$ cat src/rtl/load_store_unit_if.sv
// Data-memory bus between the load/store unit (master) and memory (slave).
// A transfer completes on the cycle where BusReq and BusAck are both high.
interface load_store_unit_if #(
  parameter int ADDR_W = 32,
  parameter int DATA_W = 32
);
  logic              BusReq;
  logic              BusWE;
  logic [ADDR_W-1:0] BusAddr;
  logic [3:0]        BusByteEn;
  logic [DATA_W-1:0] BusWData;
  logic              BusAck;
  logic [DATA_W-1:0] BusRData;

  modport master (
    output BusReq, BusWE, BusAddr, BusByteEn, BusWData,
    input  BusAck, BusRData
  );

  modport slave (
    input  BusReq, BusWE, BusAddr, BusByteEn, BusWData,
    output BusAck, BusRData
  );
endinterface

$ cat src/rtl/load_store_unit.sv
// Multi-cycle RISC-V load/store stage (LB/LH/LW/LBU/LHU/SB/SH/SW) over a req/ack bus.
// Optional LSU_TIMEOUT_EN adds a watchdog that faults a REQ lasting TIMEOUT_CYCLES cycles.
module load_store_unit #(
  parameter int ADDR_W         = 32,
  parameter int DATA_W         = 32,
  parameter int TIMEOUT_CYCLES = 255
) (
  input  logic              clk,
  input  logic              reset,
  input  logic              Start,
  input  logic              MemRead,
  input  logic              MemWrite,
  input  logic [2:0]        Funct3,
  input  logic [ADDR_W-1:0] ALUResult,
  input  logic [DATA_W-1:0] WriteData,
  output logic              Stall,
  output logic              Done,
  output logic [DATA_W-1:0] ReadData,
  output logic              Fault,
  load_store_unit_if.master bus
);

  typedef enum logic [1:0] {
    S_IDLE = 2'b00,
    S_REQ  = 2'b01,
    S_DONE = 2'b10
  } state_e;

  state_e            state_q, state_d;
  logic [ADDR_W-1:0] addr_q, addr_d;
  logic [2:0]        f3_q, f3_d;
  logic              load_q, load_d;
  logic              store_q, store_d;
  logic [DATA_W-1:0] wdata_q, wdata_d;
  logic [DATA_W-1:0] rdata_q, rdata_d;
  logic              fault_q, fault_d;
`ifdef LSU_TIMEOUT_EN
  logic [7:0]        cnt_q, cnt_d;
`endif

  function automatic logic access_legal(input logic rd, input logic wr,
                                        input logic [2:0] f3, input logic [1:0] off);
    logic ok;
    ok = 1'b1;
    if (rd && wr) begin
      ok = 1'b0;
    end else if (rd) begin
      ok = (f3 == 3'b000) || (f3 == 3'b001) || (f3 == 3'b010) ||
           (f3 == 3'b100) || (f3 == 3'b101);
    end else begin
      ok = (f3 == 3'b000) || (f3 == 3'b001) || (f3 == 3'b010);
    end
    // Size lives in f3[1:0] for both loads and stores.
    if (f3[1:0] == 2'b01 && off[0] != 1'b0) begin
      ok = 1'b0;
    end else if (f3[1:0] == 2'b10 && off != 2'b00) begin
      ok = 1'b0;
    end else begin
      ok = ok;
    end
    return ok;
  endfunction

  function automatic logic [3:0] lane_enables(input logic [2:0] f3, input logic [1:0] off);
    logic [3:0] be;
    case (f3[1:0])
      2'b00:   be = 4'b0001 << off;
      2'b01:   be = 4'b0011 << off;
      default: be = 4'b1111;
    endcase
    return be;
  endfunction

  function automatic logic [DATA_W-1:0] store_lanes(input logic [2:0] f3,
                                                    input logic [DATA_W-1:0] wd);
    logic [DATA_W-1:0] d;
    case (f3[1:0])
      2'b00:   d = {4{wd[7:0]}};
      2'b01:   d = {2{wd[15:0]}};
      default: d = wd;
    endcase
    return d;
  endfunction

  function automatic logic [DATA_W-1:0] load_extend(input logic [2:0] f3, input logic [1:0] off,
                                                    input logic [DATA_W-1:0] rd);
    logic [DATA_W-1:0] s;
    logic [DATA_W-1:0] r;
    s = rd >> {off, 3'b000};
    case (f3)
      3'b000:  r = {{24{s[7]}}, s[7:0]};
      3'b001:  r = {{16{s[15]}}, s[15:0]};
      3'b100:  r = {24'h000000, s[7:0]};
      3'b101:  r = {16'h0000, s[15:0]};
      default: r = s;
    endcase
    return r;
  endfunction

  // State and transaction registers.
  always_ff @(posedge clk) begin
    if (reset) begin
      state_q <= S_IDLE;
      addr_q  <= '0;
      f3_q    <= 3'b000;
      load_q  <= 1'b0;
      store_q <= 1'b0;
      wdata_q <= '0;
      rdata_q <= '0;
      fault_q <= 1'b0;
`ifdef LSU_TIMEOUT_EN
      cnt_q   <= 8'd0;
`endif
    end else begin
      state_q <= state_d;
      addr_q  <= addr_d;
      f3_q    <= f3_d;
      load_q  <= load_d;
      store_q <= store_d;
      wdata_q <= wdata_d;
      rdata_q <= rdata_d;
      fault_q <= fault_d;
`ifdef LSU_TIMEOUT_EN
      cnt_q   <= cnt_d;
`endif
    end
  end

  // Next-state logic: accept in IDLE, wait for ack in REQ, pulse in DONE.
  always_comb begin
    state_d = state_q;
    addr_d  = addr_q;
    f3_d    = f3_q;
    load_d  = load_q;
    store_d = store_q;
    wdata_d = wdata_q;
    rdata_d = rdata_q;
    fault_d = fault_q;
`ifdef LSU_TIMEOUT_EN
    cnt_d   = cnt_q;
`endif
    case (state_q)
      S_IDLE: begin
        if (Start) begin
          addr_d  = ALUResult;
          f3_d    = Funct3;
          load_d  = MemRead;
          store_d = MemWrite;
          wdata_d = WriteData;
`ifdef LSU_TIMEOUT_EN
          cnt_d   = 8'd0;
`endif
          if (!MemRead && !MemWrite) begin
            fault_d = 1'b0;
            state_d = S_DONE;
          end else if (access_legal(MemRead, MemWrite, Funct3, ALUResult[1:0])) begin
            fault_d = 1'b0;
            state_d = S_REQ;
          end else begin
            fault_d = 1'b1;
            state_d = S_DONE;
          end
        end else begin
          state_d = S_IDLE;
        end
      end
      S_REQ: begin
        if (bus.BusAck) begin
          if (load_q) begin
            rdata_d = load_extend(f3_q, addr_q[1:0], bus.BusRData);
          end else begin
            rdata_d = rdata_q;
          end
          state_d = S_DONE;
        end else begin
`ifdef LSU_TIMEOUT_EN
          // This cycle is the last allowed one when the count already covers the rest.
          if (cnt_q == 8'(TIMEOUT_CYCLES - 1)) begin
            fault_d = 1'b1;
            state_d = S_DONE;
          end else begin
            cnt_d   = cnt_q + 8'd1;
            state_d = S_REQ;
          end
`else
          state_d = S_REQ;
`endif
        end
      end
      S_DONE: begin
        state_d = S_IDLE;
      end
      default: begin
        state_d = S_IDLE;
      end
    endcase
  end

  // Bus outputs come straight from registers and are zero outside REQ.
  always_comb begin
    bus.BusReq    = 1'b0;
    bus.BusWE     = 1'b0;
    bus.BusAddr   = '0;
    bus.BusByteEn = 4'b0000;
    bus.BusWData  = '0;
    if (state_q == S_REQ) begin
      bus.BusReq    = 1'b1;
      bus.BusWE     = store_q;
      bus.BusAddr   = {addr_q[ADDR_W-1:2], 2'b00};
      bus.BusByteEn = lane_enables(f3_q, addr_q[1:0]);
      bus.BusWData  = store_lanes(f3_q, wdata_q);
    end else begin
      bus.BusReq    = 1'b0;
    end
  end

  assign Done     = (state_q == S_DONE);
  assign Fault    = (state_q == S_DONE) && fault_q;
  assign ReadData = rdata_q;
  // Dropping Stall in the DONE cycle lets the core advance exactly once.
  assign Stall    = Start && (state_q != S_DONE);

endmodule
$ cat src/flat_wrapper.sv
// flat-port wrapper written by rule: the top's interface ports become plain ports
module load_store_unit_flat 
#(
  parameter int ADDR_W         = 32,
  parameter int DATA_W         = 32,
  parameter int TIMEOUT_CYCLES = 255
)
  (clk, reset, Start, MemRead, MemWrite, Funct3, ALUResult, WriteData, Stall, Done, ReadData, Fault, bus_BusReq, bus_BusWE, bus_BusAddr, bus_BusByteEn, bus_BusWData, bus_BusAck, bus_BusRData);
  load_store_unit_if #(.ADDR_W(ADDR_W), .DATA_W(DATA_W)) bus_i ();
  input  logic clk;
  input  logic reset;
  input  logic Start;
  input  logic MemRead;
  input  logic MemWrite;
  input  logic [2:0] Funct3;
  input  logic [ADDR_W-1:0] ALUResult;
  input  logic [DATA_W-1:0] WriteData;
  output logic Stall;
  output logic Done;
  output logic [DATA_W-1:0] ReadData;
  output logic Fault;
  output wire logic [$bits(bus_i.BusReq)-1:0] bus_BusReq;
  output wire logic [$bits(bus_i.BusWE)-1:0] bus_BusWE;
  output wire logic [$bits(bus_i.BusAddr)-1:0] bus_BusAddr;
  output wire logic [$bits(bus_i.BusByteEn)-1:0] bus_BusByteEn;
  output wire logic [$bits(bus_i.BusWData)-1:0] bus_BusWData;
  input wire logic [$bits(bus_i.BusAck)-1:0] bus_BusAck;
  input wire logic [$bits(bus_i.BusRData)-1:0] bus_BusRData;
  assign bus_BusReq = bus_i.BusReq;
  assign bus_BusWE = bus_i.BusWE;
  assign bus_BusAddr = bus_i.BusAddr;
  assign bus_BusByteEn = bus_i.BusByteEn;
  assign bus_BusWData = bus_i.BusWData;
  assign bus_i.BusAck = bus_BusAck;
  assign bus_i.BusRData = bus_BusRData;
  load_store_unit #(.ADDR_W(ADDR_W), .DATA_W(DATA_W), .TIMEOUT_CYCLES(TIMEOUT_CYCLES)) u_core (.clk(clk), .reset(reset), .Start(Start), .MemRead(MemRead), .MemWrite(MemWrite), .Funct3(Funct3), .ALUResult(ALUResult), .WriteData(WriteData), .Stall(Stall), .Done(Done), .ReadData(ReadData), .Fault(Fault), .bus(bus_i));
endmodule
$ cat config.mk
export PLATFORM = sky130hd
export DESIGN_NAME = load_store_unit_flat
export DESIGN_NICKNAME = d
export VERILOG_FILES = /design/src/rtl/load_store_unit_if.sv /design/src/rtl/load_store_unit.sv /design/src/flat_wrapper.sv
export SDC_FILE = /design/constraint.sdc
export NUM_CORES = 1
export LEC_CHECK = 0
export CAP_MARGIN = 0
export CORE_MARGIN = 8
export CORE_UTILIZATION = 39
export DETAILED_ROUTE_END_ITERATION = 7
export GPL_TIMING_DRIVEN = 0
export MAX_ROUTING_LAYER = met4
export PLACE_DENSITY = 0.77
export SETUP_SLACK_MARGIN = 0.5
export SYNTH_ARGS = -nofsm -noshare
export SYNTH_HDL_FRONTEND = slang
export SYNTH_SLANG_ARGS = --single-unit
$ cat constraint.sdc
create_clock -name clk -period 1.4 [get_ports clk]
set_input_delay 0.14 -clock clk [delete_from_list [all_inputs] [get_ports clk]]
set_output_delay 0.14 -clock clk [all_outputs]
set_load 0.02 [all_outputs]
==> results of run 1 <==
timing repair:
action	in CTS	in global routing
cloned	18	2
pin swaps	33	26
setup buffers	47	14
gates resized for setup	853	159
setup endpoints to repair	207	207
state kept, by name, summed over array words and instances, names as in the netlist:
register / count
u_core.fault_q: 1
u_core.state_q: 2
u_core.addr_q: 32
u_core.f3_q: 3
u_core.load_q: 1
u_core.wdata_q: 32
u_core.ReadData: 32
u_core.store_q: 1
final cells by class:
| class | instances | area [sq um] | area share |
|---|---|---|---|
| Buffer | 58 | 752 | 0.0685 |
| Clock buffer | 9 | 225 | 0.0205 |
| Clock inverter | 7 | 66.3 | 0.00604 |
| Inverter | 4 | 31.3 | 0.00285 |
| Multi-Input combinational cell | 503 | 4290 | 0.391 |
| Sequential cell | 104 | 2140 | 0.195 |
| Tap cell | 176 | 220 | 0.0201 |
| Timing Repair Buffer | 287 | 3250 | 0.296 |
logic make-up (layout without fill, tap and decap cells):
kind of cell              Yosys count  count (layout)  share of synthesized area
xor gates and xnor gates            1               1                    0.00172
DFF                               104             104                      0.408
and+or+nand+nor                   294             294                      0.250
muxes                              43              43                     0.0887
buffers and inverters              62             365                     0.0583
AOI/OAI and AO/OA                 163             163                      0.193
other                               1               2                   0.000734
worst min-delay path by stage:
stage	endpoint	depth (start not counted)
global route	u_core.load_q	3
floorplan	u_core.addr_q[0]	2
detailed placement	u_core.ReadData[4]	2
CTS	u_core.f3_q[2]	3
finish	u_core.load_q	3
global placement	u_core.ReadData[0]	2
critical path, stage by stage, from the launching register on:
cell,delay (ps)
dfxtp_4,370
buf_8,140
nor2_4,240
nand2_1,190
a21oi_4,240
buf_6,140
where the power goes:
| group | internal, mW | switching, mW | total (mW) |
|---|---|---|---|
| logic | 1.27 | 1.18 | 2.45 |
| registers | 3.10 | 0.212 | 3.31 |
| clock network | 1.25 | 1.28 | 2.53 |
| total | 5.62 | 2.67 | 8.29 |
layer usage:
| layer | part of all wire | vias to the layer above |
|---|---|---|
| met5 | 0 | - |
| met4 | 0.036 | 0 |
| met3 | 0.082 | 72 |
| met2 | 0.52 | 304 |
| met1 | 0.36 | 3019 |
| li1 | - | 2839 |
cell usage after synthesis (2+ instances only):
cell and count:
nor2b_1 4, nand4b_1 2, nor2_1 57, inv_1 3, clkbuf_1 27, o2bb2ai_1 8
buf_1 3, nor3_1 9, buf_6 2, nor3_2 2, dfxtp_1 104, mux2_2 8
nand2b_1 2, nand2_1 171, and2_1 41, buf_2 19, o211ai_1 8, mux2i_1 34
o21ai_0 2, buf_4 7, a211oi_1 10, a21oi_1 120, a211oi_2 10
stage by stage:
stage / cells / util / setup WS, ps / TNS [ps]
floorplan: 669 / - / -55.7 / -445
global placement: 1051 / 0.629 / -505 / -60940
detailed placement: 1051 / 0.629 / -501 / -63080
CTS: 1132 / 0.784 / -370 / -29080
global route: 1148 / 0.842 / -476 / -51120
finish: 1148 / 0.842 / -424 / -44440
==> run summary, run 1 <==
The setup slack of the most critical reg-to-reg path is -320 ps. The share of synthesized area in the top cell type comes to 0.408. The number of standard-cell rows in the floorplan is 42. The final reports fail on setup timing. STA puts the critical path data required time at 1260 ps. For this block, the initial DRC count from the detailed router was 485. In the synthesized netlist the dominant register cell turns out to be dfxtp_1. Clock latency on the worst-skew pair, taken at its later pin, is 370 ps. The aggregate global routing overflow came out at 0.

The total clock sinks is 104. In this run the tool buffered the top-level ports with 206 buffer cells. The via count of the first global-routing pass was 6656.

At the end of routability-driven placement, the weighted congestion stood at 0.904. The fraction of registers with async set/reset came out at 0. The vertical extent of the die came out at 130 um. The clock-pin slew of the registers on the worst-case setup and hold paths came out at 70 ps. The H-tree was split into 3 levels.

The power density relative to cell area came out at 756 mW/mm^2. The final cycle utilization of the critical path came out at 1.30. The count of mapped cells out of synthesis came out at 668. The die footprint is 0.0170 sq mm. The pin slew with the least headroom to its limit came out at 817 ps. The maximum operating frequency is 548 MHz. The leakage power summed over all cells is 4.51 nW. The register bit count reported by yosys came out at 104. For the worst flop-to-flop path, the logic depth is 7. The placed wire-length estimate after detailed placement came out at 15.2 mm. The routed length per instance came out at 21.8 um. The number of nets with antenna violations after routing is 0.

The remaining routing DRC violations is 0. The total count of hold-check failures in the final report came out at 0. Of the cells placed in the final design, the portion with a size suffix greater than 1 is 0.610. The post-synthesis instance area is 0.00511 sq mm. The worst-case clock skew is 11.4 ps. The category of the worst setup path capture point is a primary output.

The core region area is 0.0130 sq mm. TritonCTS built the clock tree. For this run, global-route usage on met2 was measured as 0.478. The worst hold path belongs to the class input pin to register. In the global route stage, overall resource usage came out at 0.280. The commonest non-fill, non-tap cell in the layout is buf_6. In this run the most used layer during global routing was met2. The startpoint type of the worst setup path is a register. The relative slew slack came out at 0.455. Total power for the finished layout comes to 8.29 mW. For met1 alone, demand over resource in global routing was 0.301. The number of library cell types mapped by synthesis is 38.

The I/O pin total came out at 210. Max-cap violations in this run came to 0. In this run the worst setup path terminates at bus_BusWData[11]. The biggest area contributor in the post-synthesis netlist is dfxtp_1. After synthesis, the mean cell area works out to 7.64 sq um. Setup repair after global routing could not meet its margin everywhere. The final hold slack is 171 ps. The number of vias per cell after detailed routing is 5.43. The met3 usage in global routing is 0.0783. Wires add up to 25.0 mm.

The peak ir drop on the vdd network is 0.000861 V. The final setup violation count came out at 173. The synthesis-to-finish area growth is 115%. After the last flow step, the layout net total stands at 1072. The via count is 6234. The count of hold-fix buffers inserted at cts is 0. Ranked by total cell area, the synthesized netlist is headed by dfxtp_1, nand2_1, a21oi_1, mux2i_1, and2_1. The number of slew-limit violations in the final report came out at 0. The worst register-to-register path begins at u_core.f3_q[0].

The critical path in this run is classified as register to primary output. The minimum period implied by the final worst setup slack is 1820 ps. The die boundary width came out at 130 um. The flow ran to the end, but the final reports show violations. The filler cell count came out at 706. The synthesized design contains 0 enable-type register cells. The critical path data arrival time came out at 1680 ps. The clock passes through at most 2 buffers. The initial utilization of the core area, before any placement, comes to 0.392.

The start point of the critical path is u_core.f3_q[1]. The number of search-and-repair iterations in the first detailed-routing pass is 5. In this run, CTS created clock tree buffers numbering 9.

After layout, the worst setup slack is -424 ps. The global-route wire length before repair is 35.6 mm. The worst hold path begins at MemRead. Entering global routing, the biggest net connects 20 pins. In this run the cell area measured after placement is 0.00819 sq mm. The biggest fanout along the worst timing path came out at 8. The worst register-to-register path ends at u_core.ReadData[22]. The initial antenna violation count was 0. The Yosys step of the flow raised 0 warnings.

Leaving out fill and tap cells, the most frequent cells in the layout are buf_6, clkdlybuf4s50_1, nand2_1. The number of diodes is 0. The final design instance area without fill came out at 0.0110 sq mm. The cell chosen for the clock root is clkbuf_16. The fraction of the yosys area taken by sequential cells is 0.408.
Note: power is estimated with default switching activity, not from simulation.
==> inputs of run 2 (changes only) <==
--- a/config.mk
+++ b/config.mk
@@ -5,7 +5,6 @@
 export SDC_FILE = /design/constraint.sdc
 export NUM_CORES = 1
 export LEC_CHECK = 0
-export CAP_MARGIN = 0
 export CORE_MARGIN = 8
 export CORE_UTILIZATION = 39
 export DETAILED_ROUTE_END_ITERATION = 7
==> results of run 2 <==
No change in the layout: final DEF, timing and power equal those of run 1.
